==> src/rtl/y86_pkg.sv <==
// Shared Y86 encodings and field types used by every pipeline register.
package y86_pkg;

    typedef logic [2:0] stat_t;
    typedef logic [3:0] icode_t;
    typedef logic [3:0] reg_id_t;

    localparam stat_t   SAOK  = 3'd1;
    localparam stat_t   SHLT  = 3'd2;
    localparam stat_t   SADR  = 3'd3;
    localparam stat_t   SINS  = 3'd4;
    localparam icode_t  INOP  = 4'h1;
    localparam reg_id_t RNONE = 4'hF;

endpackage

==> src/rtl/y86_pipe_reg_sat_counter.sv <==
// Saturating event counter: counts inc cycles, sticks at all-ones, cleared by rst.
module sat_counter #(
    parameter int unsigned CNT_W = 32
) (
    input  logic             clk,
    input  logic             rst,
    input  logic             inc,
    output logic [CNT_W-1:0] count
);

    logic [CNT_W-1:0] count_q;
    logic [CNT_W-1:0] count_d;

    always_comb begin
        count_d = count_q;
        if (inc && (count_q != '1)) begin
            count_d = count_q + CNT_W'(1);
        end
    end

    always_ff @(posedge clk) begin
        if (rst) begin
            count_q <= '0;
        end else begin
            count_q <= count_d;
        end
    end

    assign count = count_q;

endmodule

==> src/rtl/y86_pipe_reg.sv <==
// Generic Y86 pipeline register (F/D, D/E, E/M, M/W) with stall and bubble control.
// Optional stall/bubble counters are enabled by defining PIPE_REG_STATS_EN.
module y86_pipe_reg
    import y86_pkg::*;
#(
    parameter int unsigned WORD_W = 64,
    parameter int unsigned CNT_W  = 32
) (
    input  logic              clk,
    input  logic              rst,
    input  logic              stall,
    input  logic              bubble,
    input  logic [2:0]        in_stat,
    input  logic [3:0]        in_icode,
    input  logic [3:0]        in_rA,
    input  logic [3:0]        in_rB,
    input  logic [WORD_W-1:0] in_valC,
    input  logic [WORD_W-1:0] in_valP,
    input  logic [WORD_W-1:0] in_valA,
    input  logic [WORD_W-1:0] in_valB,
    input  logic [WORD_W-1:0] in_valE,
    input  logic              in_cnd,
    output logic [2:0]        out_stat,
    output logic [3:0]        out_icode,
    output logic [3:0]        out_rA,
    output logic [3:0]        out_rB,
    output logic [WORD_W-1:0] out_valC,
    output logic [WORD_W-1:0] out_valP,
    output logic [WORD_W-1:0] out_valA,
    output logic [WORD_W-1:0] out_valB,
    output logic              out_cnd,
    output logic [WORD_W-1:0] out_valE,
    output logic              out_is_bubble
`ifdef PIPE_REG_STATS_EN
    ,
    output logic [CNT_W-1:0]  stall_cnt,
    output logic [CNT_W-1:0]  bubble_cnt
`endif
);

    if (CNT_W < 1) begin : g_bad_cnt_w
        $error("CNT_W must be at least 1");
    end

    stat_t             stat_q,  stat_d;
    icode_t            icode_q, icode_d;
    reg_id_t           ra_q,    ra_d;
    reg_id_t           rb_q,    rb_d;
    logic [WORD_W-1:0] valc_q,  valc_d;
    logic [WORD_W-1:0] valp_q,  valp_d;
    logic [WORD_W-1:0] vala_q,  vala_d;
    logic [WORD_W-1:0] valb_q,  valb_d;
    logic [WORD_W-1:0] vale_q,  vale_d;
    logic              cnd_q,   cnd_d;
    logic              bub_q,   bub_d;

    // Bubble outranks stall; reset is applied in the register process itself.
    always_comb begin
        stat_d  = stat_q;
        icode_d = icode_q;
        ra_d    = ra_q;
        rb_d    = rb_q;
        valc_d  = valc_q;
        valp_d  = valp_q;
        vala_d  = vala_q;
        valb_d  = valb_q;
        vale_d  = vale_q;
        cnd_d   = cnd_q;
        bub_d   = bub_q;
        if (bubble) begin
            stat_d  = SAOK;
            icode_d = INOP;
            ra_d    = RNONE;
            rb_d    = RNONE;
            valc_d  = '0;
            valp_d  = '0;
            vala_d  = '0;
            valb_d  = '0;
            vale_d  = '0;
            cnd_d   = 1'b0;
            bub_d   = 1'b1;
        end else if (!stall) begin
            stat_d  = in_stat;
            icode_d = in_icode;
            ra_d    = in_rA;
            rb_d    = in_rB;
            valc_d  = in_valC;
            valp_d  = in_valP;
            vala_d  = in_valA;
            valb_d  = in_valB;
            vale_d  = in_valE;
            cnd_d   = in_cnd;
            bub_d   = 1'b0;
        end
    end

    always_ff @(posedge clk) begin
        if (rst) begin
            stat_q  <= SAOK;
            icode_q <= INOP;
            ra_q    <= RNONE;
            rb_q    <= RNONE;
            valc_q  <= '0;
            valp_q  <= '0;
            vala_q  <= '0;
            valb_q  <= '0;
            vale_q  <= '0;
            cnd_q   <= 1'b0;
            bub_q   <= 1'b1;
        end else begin
            stat_q  <= stat_d;
            icode_q <= icode_d;
            ra_q    <= ra_d;
            rb_q    <= rb_d;
            valc_q  <= valc_d;
            valp_q  <= valp_d;
            vala_q  <= vala_d;
            valb_q  <= valb_d;
            vale_q  <= vale_d;
            cnd_q   <= cnd_d;
            bub_q   <= bub_d;
        end
    end

    assign out_stat      = stat_q;
    assign out_icode     = icode_q;
    assign out_rA        = ra_q;
    assign out_rB        = rb_q;
    assign out_valC      = valc_q;
    assign out_valP      = valp_q;
    assign out_valA      = vala_q;
    assign out_valB      = valb_q;
    assign out_valE      = vale_q;
    assign out_cnd       = cnd_q;
    assign out_is_bubble = bub_q;

`ifdef PIPE_REG_STATS_EN
    // A stall masked by a simultaneous bubble is not counted.
    logic stall_inc;
    assign stall_inc = stall & ~bubble;

    sat_counter #(.CNT_W(CNT_W)) u_stall_cnt (
        .clk   (clk),
        .rst   (rst),
        .inc   (stall_inc),
        .count (stall_cnt)
    );

    sat_counter #(.CNT_W(CNT_W)) u_bubble_cnt (
        .clk   (clk),
        .rst   (rst),
        .inc   (bubble),
        .count (bubble_cnt)
    );
`else
    // Statistics disabled: no counter state or ports.
`endif

endmodule

==> config.mk <==
export PLATFORM = sky130hd
export DESIGN_NAME = y86_pipe_reg
export DESIGN_NICKNAME = d
export VERILOG_FILES = /design/src/rtl/y86_pkg.sv /design/src/rtl/y86_pipe_reg_sat_counter.sv /design/src/rtl/y86_pipe_reg.sv
export SDC_FILE = /design/constraint.sdc
export NUM_CORES = 1
export LEC_CHECK = 0
export ABC_AREA = 1
export BUFFER_PORTS_ARGS = -buffer_cell sky130_fd_sc_hd__buf_4
export CAP_MARGIN = 25
export CORE_AREA = 2 2 263 265
export CTS_CLUSTER_DIAMETER = 30
export DETAILED_ROUTE_END_ITERATION = 8
export DIE_AREA = 0 0 265 267
export PLACE_DENSITY = 0.47
export SLEW_MARGIN = 20
export SYNTH_ARGS = -nofsm -noshare
export SYNTH_HDL_FRONTEND = slang
export SYNTH_SLANG_ARGS = --single-unit
==> constraint.sdc <==
create_clock -name clk -period 0.8 [get_ports clk]
set_input_delay 0.12 -clock clk [delete_from_list [all_inputs] [get_ports clk]]
set_output_delay 0.12 -clock clk [all_outputs]
set_load 0.01 [all_outputs]
==> Yosys cells after proc, flatten, opt, wreduce, memory -nomap -nowiden <==
Cells that the tools add are included.
{ "op_classes": {"n_reduce_logical": 1} }
{ "op_table": {"columns": ["operator", "count"], "rows": [
  ["2-bit OR reduction", 1]
]} }
{ "totals": {"regBits": 337, "word_cells": 12} }

==> Longest topological paths before layout <==
Gate-level depths: netlist (run 1).
{ "logic_depth": {"ltp_word": 1, "depth_mapped": 6, "ltp_nobuf": 4} }

==> Worst setup path after synthesis (run 1) <==
OpenSTA, ideal clock, no wires.
{ "synth_path": {"path_kind": "input to register", "from": "in bubble", "to": "reg icode_q[0] (netlist: out_icode[0])", "n_path_buf": 2, "setup_ns": 0.121, "stages": 4, "path_slack_ns": 0.027, "arrival_time_ns": 0.652, "required_ns": 0.679, "path_cell_list": "nor2_4 buf_4 buf_4 nand3_1"} }
{ "synth_between": {"elab_chain_cells": 1} }
{ "synth_lines": {"columns": ["item", "line_no", "source"], "rows": [
  ["start: declaration", "y86_pipe_reg.sv:12", "input logic bubble,"],
  ["2-bit OR reduction (no source line)", null, null],
  ["end signal: assignment", "y86_pipe_reg.sv:112", "icode_q <= icode_d;"],
  ["end: declaration", "y86_pipe_reg.sv:46", "icode_t icode_q, icode_d;"]
]} }
Every way passes these cells.
A chain may end at the register's enable or synchronous reset.

==> Worst setup path in the final report (run 1) <==
{ "layout_path": {"from": "reg valc_q[34] (netlist: out_valC[34])", "to": "out out_valC[34]"} }
{ "layout_rtl": {"columns": ["item", "line_no", "source"], "rows": [
  ["start: declaration", "y86_pipe_reg.sv:49", "logic [WORD_W-1:0] valc_q, valc_d;"],
  ["start signal: assignment", "y86_pipe_reg.sv:115", "valc_q <= valc_d;"],
  ["end: declaration", "y86_pipe_reg.sv:27", "output logic [WORD_W-1:0] out_valC,"]
]} }
No word-level cell between the ends.

==> flow_summary_export.csv, run 1 <==
group,metric,value,unit
clocking,cts_tree,"yes",
floorplan,die_width,265,um
worst_setup_path,critical_path_buf_inv_count,1,
worst_setup_path,critical_path_peak_fanout,2,
sta,timing.hold.ws,-0.0606,ns
synth,adder_and_majority_cell_fraction_of_the_synthesized_area,0,%
sta,clock.fmax,0.817,GHz
sta,fraction_of_the_cycle_the_final_worst_path_needs,153,%
floorplan,num_rows,96,
grt,globalRouteTotalUtil,14.8,%
worst_setup_path,cp.required,0.68,ns
finish,areaGrowthSynthToFinish,110,%
grt,grt_start_max_net_pins,34,
sta,worst_slew_margin_rel,78.4,%
drt,drtPass1Iterations,4,
power_and_ir_drop,power.net_switching,15.4,mW
floorplan,fp.dieArea,70800,um2
placed_design,pre_cts_slack,-0.291,ns
worst_setup_path,setup.worst_path.start_class,"flop",
synth,largest_family_of_logic_cells_by_synthesized_area,"simple AND/OR/NAND/NOR gates",
drt,drt.antenna.violating_nets,0,
flow_run,max_cap_viol_count,0,
floorplan,initial_core_util,20.4,%
clocking,numClockSinks,337,
sta,rsz0062_at_grt,"yes",
worst_hold_path,hold_path.class,"in -> reg",
floorplan,die_h,267,um
drt,drt-initial-drc-count,520,
synth,synth-xor-area-share,0,%
worst_setup_path,worst-endpoint-arrival,1.10,ns
sta,slew_viol_final,0,
clocking,h_tree_levels,3,
placed_design,count_of_port_buffers_added_during_placement,676,
worst_setup_path,worst-setup-path-type,"reg -> out",
drt,drc,0,
power_and_ir_drop,p_int,50.9,mW
power_and_ir_drop,switch_share,23.3,%
power_and_ir_drop,sequential_share_of_power,27.5,%
worst_setup_path,cp_top_family,"flip-flops",
synth,ys.warnings.count,0,
worst_setup_path,crit_slowest_cell,"dfxtp_4",
placed_design,detailedPlacementHpwl,38800,um
power_and_ir_drop,max_ir_drop_vdd,1.85,mV
floorplan,core_area,68000,um2
clocking,clk_latency,0.63,ns
worst_setup_path,timing.critical_path.to_type,"primary output",
finish,finalInstanceArea,29200,um2
clocking,cts.clk_slew.worst_paths,0.04,ns
drt,via_per_inst,3.75,
power_and_ir_drop,share_comb_of_total_power,12.3,%
grt,number_of_antenna_violations_at_the_first_check_in_global_routing,3,
floorplan,io_pins,677,
synth,synth-compound-area-share,0,%
drt,finalWirelength,54200,um
outcome,run_status,"finished with violations",
clocking,max-clock-path-buffers,3,
synth,synth.yosys.seq_area_share,48.6,%
clocking,clock_tree.root_cell,"clkbuf_16",
synth,synthSimpleGateAreaFrac,36.3,%
synth,synth_mux_area_share,0,%
synth,synth_area,13900,um2
power_and_ir_drop,p_leak,14.3,nW
sta,clock-skew-final,0,ns
finish,nets,3600,
placed_design,place_congestion,0.774,
worst_setup_path,critical-path-max-stage-delay,0.34,ns
finish,proportion_of_layout_cells_with_a_drive_suffix_above_1,39.6,%
grt,first_global_vias,16200,
sta,fin_crit,1.22,ns
synth,synth_fp_nets,2452,
sta,report.final.setup_viol,337,
sta,finalHoldViolCount,9,
grt,grt.overflow.total,0,
sta,layout_setup_ws,-0.424,ns
power_and_ir_drop,pwr_density_cell,2270,nW/um2
drt,wl_per_cell,12.9,um
outcome,violations,"hold timing, setup timing",
synth,synth.lib_cells_used.distinct,11,
synth,ys_ff_latch,337,
clocking,tritoncts.num_buffers,102,
placed_design,postPlaceCellArea,20400,um2
grt,grt_pass1_wl,83900,um
drt,vias,15800,
synth,synth_area_per_cell,6.57,um2
worst_setup_path,worstPathCellList,"buf_6",
sta,transition_time_at_the_pin_with_the_least_slew_margin,0.324,ns
power_and_ir_drop,power.clock.fraction,60.2,%
power_and_ir_drop,totalPowerFinal,66.4,mW
synth,gate_count_of_the_mapped_netlist,2112,
[cells in the mapped netlist]
cell | count | area share, %
buf_6 | 28 | 2.3
buf_4 | 3 | 0.16
nor2_1 | 652 | 18
nand3_1 | 10 | 0.36
dfxtp_1 | 337 | 49
buf_2 | 65 | 2.3
inv_2 | 1 | 0.027
clkbuf_8 | 15 | 1.5
nor2_4 | 1 | 0.081
inv_1 | 326 | 8.8
nand2_1 | 674 | 18
[routing by layer]
metal | vias up | part of all wire (%) | GRT usage (%)
met1 | 6824 | 39 | 15.8
li1 | 8329 | - | -
met4 | 4 | 3.1 | 6.61
met3 | 121 | 9.2 | 6.05
met5 | - | 0.042 | 0
met2 | 534 | 49 | 25.7
[layout make-up]
type | count | area, um2
antenna | 1 | 2.50
timing repair buffer | 1155 | 11200
inverter | 327 | 1230
clock inverter | 34 | 522
clock buffer | 147 | 2980
multi-input combinational | 1337 | 5040
fill | 6728 | 38800
sequential | 337 | 7170
tap | 882 | 1100
[power groups by stage]
stage / combinational [mW] / clock, mW / sequential [mW]
2_1_floorplan: 2.46 / 0 / 18.6
3_3_place_gp: 6.24 / 0 / 18.3
3_5_place_dp: 6.22 / 0 / 18.3
4_1_cts: 8.13 / 40.8 / 18.3
5_1_grt: 8.95 / 41.9 / 18.4
6_report: 8.15 / 39.9 / 18.3
[cells by family after synthesis]
group / Yosys count
simple gates: 1337
buf+inv: 438
flops: 337
[cell usage in the layout (no fill, tap or decap)]
master / instances
nor2_1: 652
nor2_4: 1
buf_4: 450
clkbuf_16: 102
clkinv_2: 18
inv_6: 1
clkbuf_1: 19
nand3_1: 10
dlygate4sd3_1: 337
buf_6: 336
bufinv_16: 9
dfxtp_4: 2
nand2_2: 1
nand2_1: 673
buf_8: 2
buf_12: 30
clkbuf_8: 26
inv_2: 3
clkinv_8: 2
diode_2: 1
dfxtp_2: 335
inv_1: 324
clkinv_16: 4
[per-stage QoR]
| stage | util (%) | instances | setup TNS, ns |
|---|---|---|---|
| 5_1_grt | 43.0 | 4219 | -144.21 |
| 2_1_floorplan | - | 2112 | 0 |
| 6_report | 43.0 | 4220 | -125.42 |
| 3_3_place_gp | 29.9 | 3663 | -82.84 |
| 3_5_place_dp | 29.9 | 3663 | -87.48 |
| 4_1_cts | 42.7 | 4198 | -207.03 |
[registers in the layout, summed over array words and instances, names as in the netlist]
name           cells
out_cnd            1
out_icode          4
out_is_bubble      1
out_rA             4
out_rB             4
out_stat           3
out_valA          64
out_valB          64
out_valC          64
out_valE          64
out_valP          64
[path summary, 6_finish.rpt]
kind	slack [ns]	cells after the start	end	startpoint
max	-0.42	1	out_valC[34]	out_valC[34]$_SDFFE_PP0N_
min	-0.06	5	out_valC[43]$_SDFFE_PP0N_	rst
max reg2reg	0.05	5	out_valE[32]$_SDFFE_PP0N_	out_valE[32]$_SDFFE_PP0N_
min reg2reg	0.47	2	out_is_bubble$_SDFFE_PP1N_	out_is_bubble$_SDFFE_PP1N_
[worst reg2reg max path: stages (launching register included)]
cell and delay (ns):
dfxtp_2 0.32, buf_4 0.12, inv_1 0.04, nand2_1 0.05, nand2_1 0.07, nor2_1 0.04
[repair_timing]
action	in CTS	in global routing
endpoints found under the setup margin	337	672
gates resized for setup	676	4
buffers inserted	17	22
hold buffers	337	1
endpoints found under the hold margin	336	11
No activity file was read; power rests on OpenSTA's default activity.
==> run 2, diff against run 1 <==
Settings changed: RECOVER_POWER from default to 25.
==> run 2 against run 1 <==
The run still ends with hold timing, setup timing left; clock-buffer cell count stayed put; sequential share of layout area is 0.27 points lower; global-route usage stayed put; power hardly changed.
==> flow_summary_export.csv, run 2 (synthesis results as in run 1) <==
group,metric,value,unit
outcome,run_status,"finished with violations",
outcome,violations,"hold timing, setup timing",
power_and_ir_drop,power.clock.fraction,60.2,%
clocking,cts_tree,"yes",
worst_setup_path,worstPathCellList,"buf_6",
power_and_ir_drop,sequential_share_of_power,27.5,%
power_and_ir_drop,pwr_density_cell,2280,nW/um2
floorplan,fp.dieArea,70800,um2
worst_setup_path,timing.critical_path.to_type,"primary output",
drt,drc,0,
finish,proportion_of_layout_cells_with_a_drive_suffix_above_1,37.1,%
worst_hold_path,min_delay_path_depth,5,
worst_hold_path,min_to,"out_valC[43]$_SDFFE_PP0N_",
worst_setup_path,worst-endpoint-arrival,1.12,ns
grt,first_global_vias,16200,
sta,rsz0062_at_grt,"yes",
sta,finalHoldViolCount,9,
worst_setup_path,regToRegEndpoint,"out_valE[32]$_SDFFE_PP0N_",
floorplan,core_area,68000,um2
finish,layout_commonest_cell,"nand2_1",
placed_design,count_of_port_buffers_added_during_placement,676,
drt,finalWirelength,54200,um
worst_setup_path,crit_slowest_cell,"dfxtp_1",
clocking,h_tree_levels,3,
drt,vias,15800,
sta,clock.fmax,0.808,GHz
clocking,tritoncts.num_buffers,102,
sta,worst_slew_margin_rel,78.4,%
flow_run,max_cap_viol_count,0,
floorplan,num_rows,96,
sta,slew_viol_final,0,
placed_design,detailedPlacementHpwl,38800,um
floorplan,die_h,267,um
power_and_ir_drop,totalPowerFinal,66.3,mW
power_and_ir_drop,switch_share,23.3,%
finish,finalInstanceArea,29100,um2
clocking,cts.clk_slew.worst_paths,0.04,ns
worst_setup_path,setup.worst_path.start_class,"flop",
power_and_ir_drop,power.net_switching,15.4,mW
clocking,clk_latency,0.63,ns
worst_setup_path,cp_num_cells,1,
power_and_ir_drop,max_ir_drop_vdd,1.85,mV
finish,areaGrowthSynthToFinish,110,%
drt,via_per_inst,3.75,
worst_setup_path,rr_startpoint,"out_valE[32]$_SDFFE_PP0N_",
worst_setup_path,worst-setup-path-type,"reg -> out",
placed_design,place_congestion,0.774,
drt,drt.antenna.violating_nets,0,
worst_setup_path,reg2reg_depth,5,
floorplan,io_pins,677,
worst_setup_path,critical_path_peak_fanout,2,
drt,wl_per_cell,12.9,um
floorplan,initial_core_util,20.4,%
power_and_ir_drop,p_leak,14.2,nW
grt,number_of_antenna_violations_at_the_first_check_in_global_routing,3,
worst_hold_path,hold_path.class,"in -> reg",
sta,fraction_of_the_cycle_the_final_worst_path_needs,155,%
grt,grt.overflow.total,0,
worst_setup_path,cp.required,0.68,ns
drt,drtPass1Iterations,4,
worst_setup_path,setup.reg_to_reg.worst_slack,0.05,ns
placed_design,postPlaceCellArea,20400,um2
sta,timing.hold.ws,-0.0606,ns
clocking,max-clock-path-buffers,3,
sta,layout_setup_ws,-0.438,ns
grt,globalRouteTotalUtil,14.8,%
power_and_ir_drop,p_int,50.9,mW
clocking,clock_tree.root_cell,"clkbuf_16",
drt,drt-initial-drc-count,520,
sta,fin_crit,1.24,ns
worst_setup_path,cp_top_family,"flip-flops",
grt,grt_pass1_wl,83900,um
sta,report.final.setup_viol,337,
worst_hold_path,holdCritStartpoint,"rst",
clocking,numClockSinks,337,
finish,leading_cell_types_in_the_layout_fill_and_taps_excluded,"673 x nand2_1, 652 x nor2_1, 450 x buf_4",
worst_setup_path,critical_path_buf_inv_count,1,
worst_setup_path,critical-path-max-stage-delay,0.35,ns
sta,transition_time_at_the_pin_with_the_least_slew_margin,0.324,ns
floorplan,die_width,265,um
power_and_ir_drop,share_comb_of_total_power,12.3,%
finish,nets,3600,
sta,clock-skew-final,0,ns
grt,grt_start_max_net_pins,34,
## run 2: cell types whose count changed in the layout (fill, tap and decap cells not counted)
cell,delta
dfxtp_2,-83
dfxtp_1,+83
## run 2: power groups by stage
| stage | Clock [mW] | Sequential, mW | Combinational, mW |
|---|---|---|---|
| after CTS | 40.8 | 18.3 | 8.13 |
| after detailed placement | 0 | 18.3 | 6.22 |
| after floorplan | 0 | 18.6 | 2.46 |
| final | 39.9 | 18.2 | 8.14 |
| after global placement | 0 | 18.3 | 6.24 |
| after global routing | 41.9 | 18.3 | 8.95 |
## run 2: final cells by class
cell class | count | area (um2)
fillers | 6779 | 38900
repair buffers | 1155 | 11200
flip-flops and latches | 337 | 7070
multi-input cells | 1337 | 5040
clock buffers | 147 | 2980
inverters | 327 | 1230
well taps | 882 | 1100
clock inverters | 34 | 522
diodes | 1 | 2.50
## run 2: per-layer routing
layer  routed length [um]  GRT usage (%)  vias to the layer above  share of wire (%)
li1                     -              -                     8329                  -
met1                21100           15.8                     6823                 39
met2                26400           25.7                      534                 49
met3                 5010           6.05                      121                9.2
met4                 1700           6.61                        4                3.1
met5                   23              0                        -              0.042
## run 2: worst max path at each step
stage	from	endpoint	slack [ns]
2_1_floorplan	bubble	out_icode[0]$_SDFFE_PP1N_	0.03
3_3_place_gp	stall	out_valE[45]$_SDFFE_PP0N_	-0.29
3_5_place_dp	bubble	out_valB[35]$_SDFFE_PP0N_	-0.29
4_1_cts	out_valC[34]$_SDFFE_PP0N_	out_valC[34]	-0.50
5_1_grt	out_valC[33]$_SDFFE_PP0N_	out_valC[33]	-0.49
6_report	out_valP[11]$_SDFFE_PP0N_	out_valP[11]	-0.44
## run 2: through the flow
stage	worst slack (ns)	utilization, %	TNS [ns]	hold slack, ns	instances
final	-0.438	42.8	-127.21	-0.0606	4220
after global routing	-0.495	42.8	-146.61	-0.0770	4219
after CTS	-0.500	42.7	-207.03	0.0195	4198
after detailed placement	-0.291	29.9	-87.48	0.325	3663
after global placement	-0.289	29.9	-82.84	0.325	3663
after floorplan	0.0270	-	0	0.233	2112
## run 2: repair_timing
action                                  4_1_cts  5_1_grt
endpoints found under the setup margin      337      672
resized for setup                           676        4
pin swaps                                     0        0
hold endpoints to repair                    336       11
gates cloned                                  0        0
hold buffers                                337        1
buffers inserted                             17       22
==> run 3, diff against run 2 <==
Clock period 0.8 ns to 1.1 ns, I/O delays scaled along.
==> run 3 against run 2 <==
The flow finishes with violations (setup timing); clock skew stayed put; clock power is 27% lower; register-to-register slack better by 0.30 ns; combinational power is 27% lower; critical path type unchanged; critical endpoint is now out_valB[38].
==> flow_summary_export.csv, run 3 (synthesis results as in run 1) <==
group,metric,value,unit
outcome,run_status,"finished with violations",
outcome,violations,"setup timing",
sta,transition_time_at_the_pin_with_the_least_slew_margin,0.388,ns
finish,layout_commonest_cell,"nand2_1",
grt,grt.overflow.total,0,
power_and_ir_drop,sequential_share_of_power,27.4,%
grt,grt_pass1_wl,83200,um
grt,first_global_vias,15900,
sta,fraction_of_the_cycle_the_final_worst_path_needs,115,%
sta,fin_crit,1.27,ns
flow_run,max_cap_viol_count,0,
finish,finalInstanceArea,29200,um2
worst_setup_path,critical_path_buf_inv_count,1,
power_and_ir_drop,p_leak,14.2,nW
sta,report.final.setup_viol,643,
drt,via_per_inst,3.74,
finish,leading_cell_types_in_the_layout_fill_and_taps_excluded,"673 x nand2_1, 651 x nor2_1, 419 x buf_4",
floorplan,core_area,68000,um2
clocking,clk_latency,0.62,ns
worst_setup_path,cp.required,0.94,ns
worst_hold_path,hold_path.class,"in -> reg",
drt,drc,0,
floorplan,die_h,267,um
worst_setup_path,critical-path-max-stage-delay,0.36,ns
power_and_ir_drop,max_ir_drop_vdd,1.32,mV
power_and_ir_drop,pwr_density_cell,1660,nW/um2
worst_hold_path,holdCritStartpoint,"stall",
clocking,tritoncts.num_buffers,100,
worst_setup_path,worstPathCellList,"buf_6",
power_and_ir_drop,power.net_switching,11.5,mW
worst_setup_path,critical_path_peak_fanout,2,
sta,clock-skew-final,0,ns
worst_setup_path,timing.critical_path.to_type,"primary output",
grt,number_of_antenna_violations_at_the_first_check_in_global_routing,3,
finish,nets,3577,
power_and_ir_drop,switch_share,23.8,%
sta,rsz0062_at_grt,"yes",
worst_setup_path,setup.worst_path.start_class,"flop",
sta,layout_setup_ws,-0.170,ns
clocking,h_tree_levels,3,
clocking,cts.clk_slew.worst_paths,0.04,ns
placed_design,detailedPlacementHpwl,38800,um
floorplan,io_pins,677,
drt,drtPass1Iterations,4,
worst_hold_path,min_to,"out_valA[57]$_SDFFE_PP0N_",
worst_setup_path,regToRegEndpoint,"out_valC[57]$_SDFFE_PP0N_",
clocking,numClockSinks,337,
power_and_ir_drop,share_comb_of_total_power,12.3,%
drt,vias,15700,
sta,worst_slew_margin_rel,74.1,%
floorplan,num_rows,96,
power_and_ir_drop,power.clock.fraction,60.3,%
finish,proportion_of_layout_cells_with_a_drive_suffix_above_1,39.2,%
worst_setup_path,worst-endpoint-arrival,1.10,ns
drt,drt-initial-drc-count,523,
grt,grt_start_max_net_pins,66,
worst_setup_path,rr_startpoint,"out_valC[57]$_SDFFE_PP0N_",
floorplan,die_width,265,um
worst_hold_path,min_delay_path_depth,4,
worst_setup_path,cp_top_family,"flip-flops",
worst_setup_path,setup.reg_to_reg.worst_slack,0.35,ns
floorplan,fp.dieArea,70800,um2
worst_setup_path,crit_slowest_cell,"dfxtp_2",
sta,clock.fmax,0.787,GHz
worst_setup_path,reg2reg_depth,5,
drt,finalWirelength,56700,um
placed_design,place_congestion,0.792,
clocking,clock_tree.root_cell,"clkbuf_16",
power_and_ir_drop,p_int,37.0,mW
finish,areaGrowthSynthToFinish,110,%
sta,slew_viol_final,0,
sta,finalHoldViolCount,0,
worst_setup_path,worst-setup-path-type,"reg -> out",
drt,wl_per_cell,13.5,um
placed_design,postPlaceCellArea,20100,um2
grt,globalRouteTotalUtil,14.8,%
placed_design,count_of_port_buffers_added_during_placement,676,
power_and_ir_drop,totalPowerFinal,48.5,mW
clocking,cts_tree,"yes",
drt,drt.antenna.violating_nets,0,
floorplan,initial_core_util,20.4,%
clocking,max-clock-path-buffers,3,
==> run 3: changes by cell type in the layout (fill, tap and decap cells not counted), sizes merged <==
cell	change
buf	-33
clkinv	+6
clkinvlp	+5
clkbuf	+4
bufinv	+3
dlygate4sd3	+1
inv	+1
==> run 3: metrics by stage <==
step	instances	hold slack [ns]	worst slack [ns]	utilization [%]	setup TNS [ns]
after floorplan	2112	0.278	0.282	-	0
after CTS	4173	0.0319	-0.245	42.2	-60.89
after detailed placement	3639	0.369	-0.0684	29.5	-7.02
after global placement	3639	0.367	-0.0290	29.5	-1.07
final	4207	0.0807	-0.170	42.9	-57.14
after global routing	4207	0.0697	-0.229	42.9	-99.09
==> run 3: power by group through the flow <==
stage,Sequential (mW),Combinational [mW],Clock (mW)
2_1_floorplan,13.5,1.79,0
3_3_place_gp,13.3,4.42,0
3_5_place_dp,13.3,4.41,0
4_1_cts,13.3,5.78,29.9
5_1_grt,13.3,6.53,30.7
6_report,13.3,5.96,29.3
==> run 3: metal layers <==
metal / vias up / routed length (um) / GRT usage [%]
met4: 4 / 1590 / 5.99
met1: 6809 / 22300 / 15.7
met3: 104 / 5210 / 6.37
li1: 8284 / - / -
met5: - / 21 / 0
met2: 514 / 27500 / 25.6
==> run 3: timing repair <==
item | 4_1_cts | 5_1_grt
hold endpoints to repair | 336 | 0
resized for setup | 676 | 19
hold buffers | 338 | 0
pin swaps | 0 | 3
gates cloned | 0 | 10
setup endpoints to repair | 337 | 416
buffers inserted | 7 | 25
==> run 3: how the worst max path moves through the flow <==
stage	from	endpoint	slack, ns	cells after the start
floorplan	bubble	out_icode[0]$_SDFFE_PP1N_	0.28	4
global placement	stall	out_valC[0]$_SDFFE_PP0N_	-0.03	6
detailed placement	bubble	out_valC[51]$_SDFFE_PP0N_	-0.07	6
CTS	out_valC[33]$_SDFFE_PP0N_	out_valC[33]	-0.25	1
global route	out_valC[33]$_SDFFE_PP0N_	out_valC[33]	-0.23	1
finish	out_valB[38]$_SDFFE_PP0N_	out_valB[38]	-0.17	1
==> run 3: area by class of cell <==
cell class | instances | area (um2)
Antenna cell | 1 | 2.50
Clock buffer | 140 | 2820
Clock inverter | 49 | 674
Fill cell | 6753 | 38800
Inverter | 327 | 1230
Multi-Input combinational cell | 1337 | 5050
Sequential cell | 337 | 7180
Tap cell | 882 | 1100
Timing Repair Buffer | 1134 | 11100
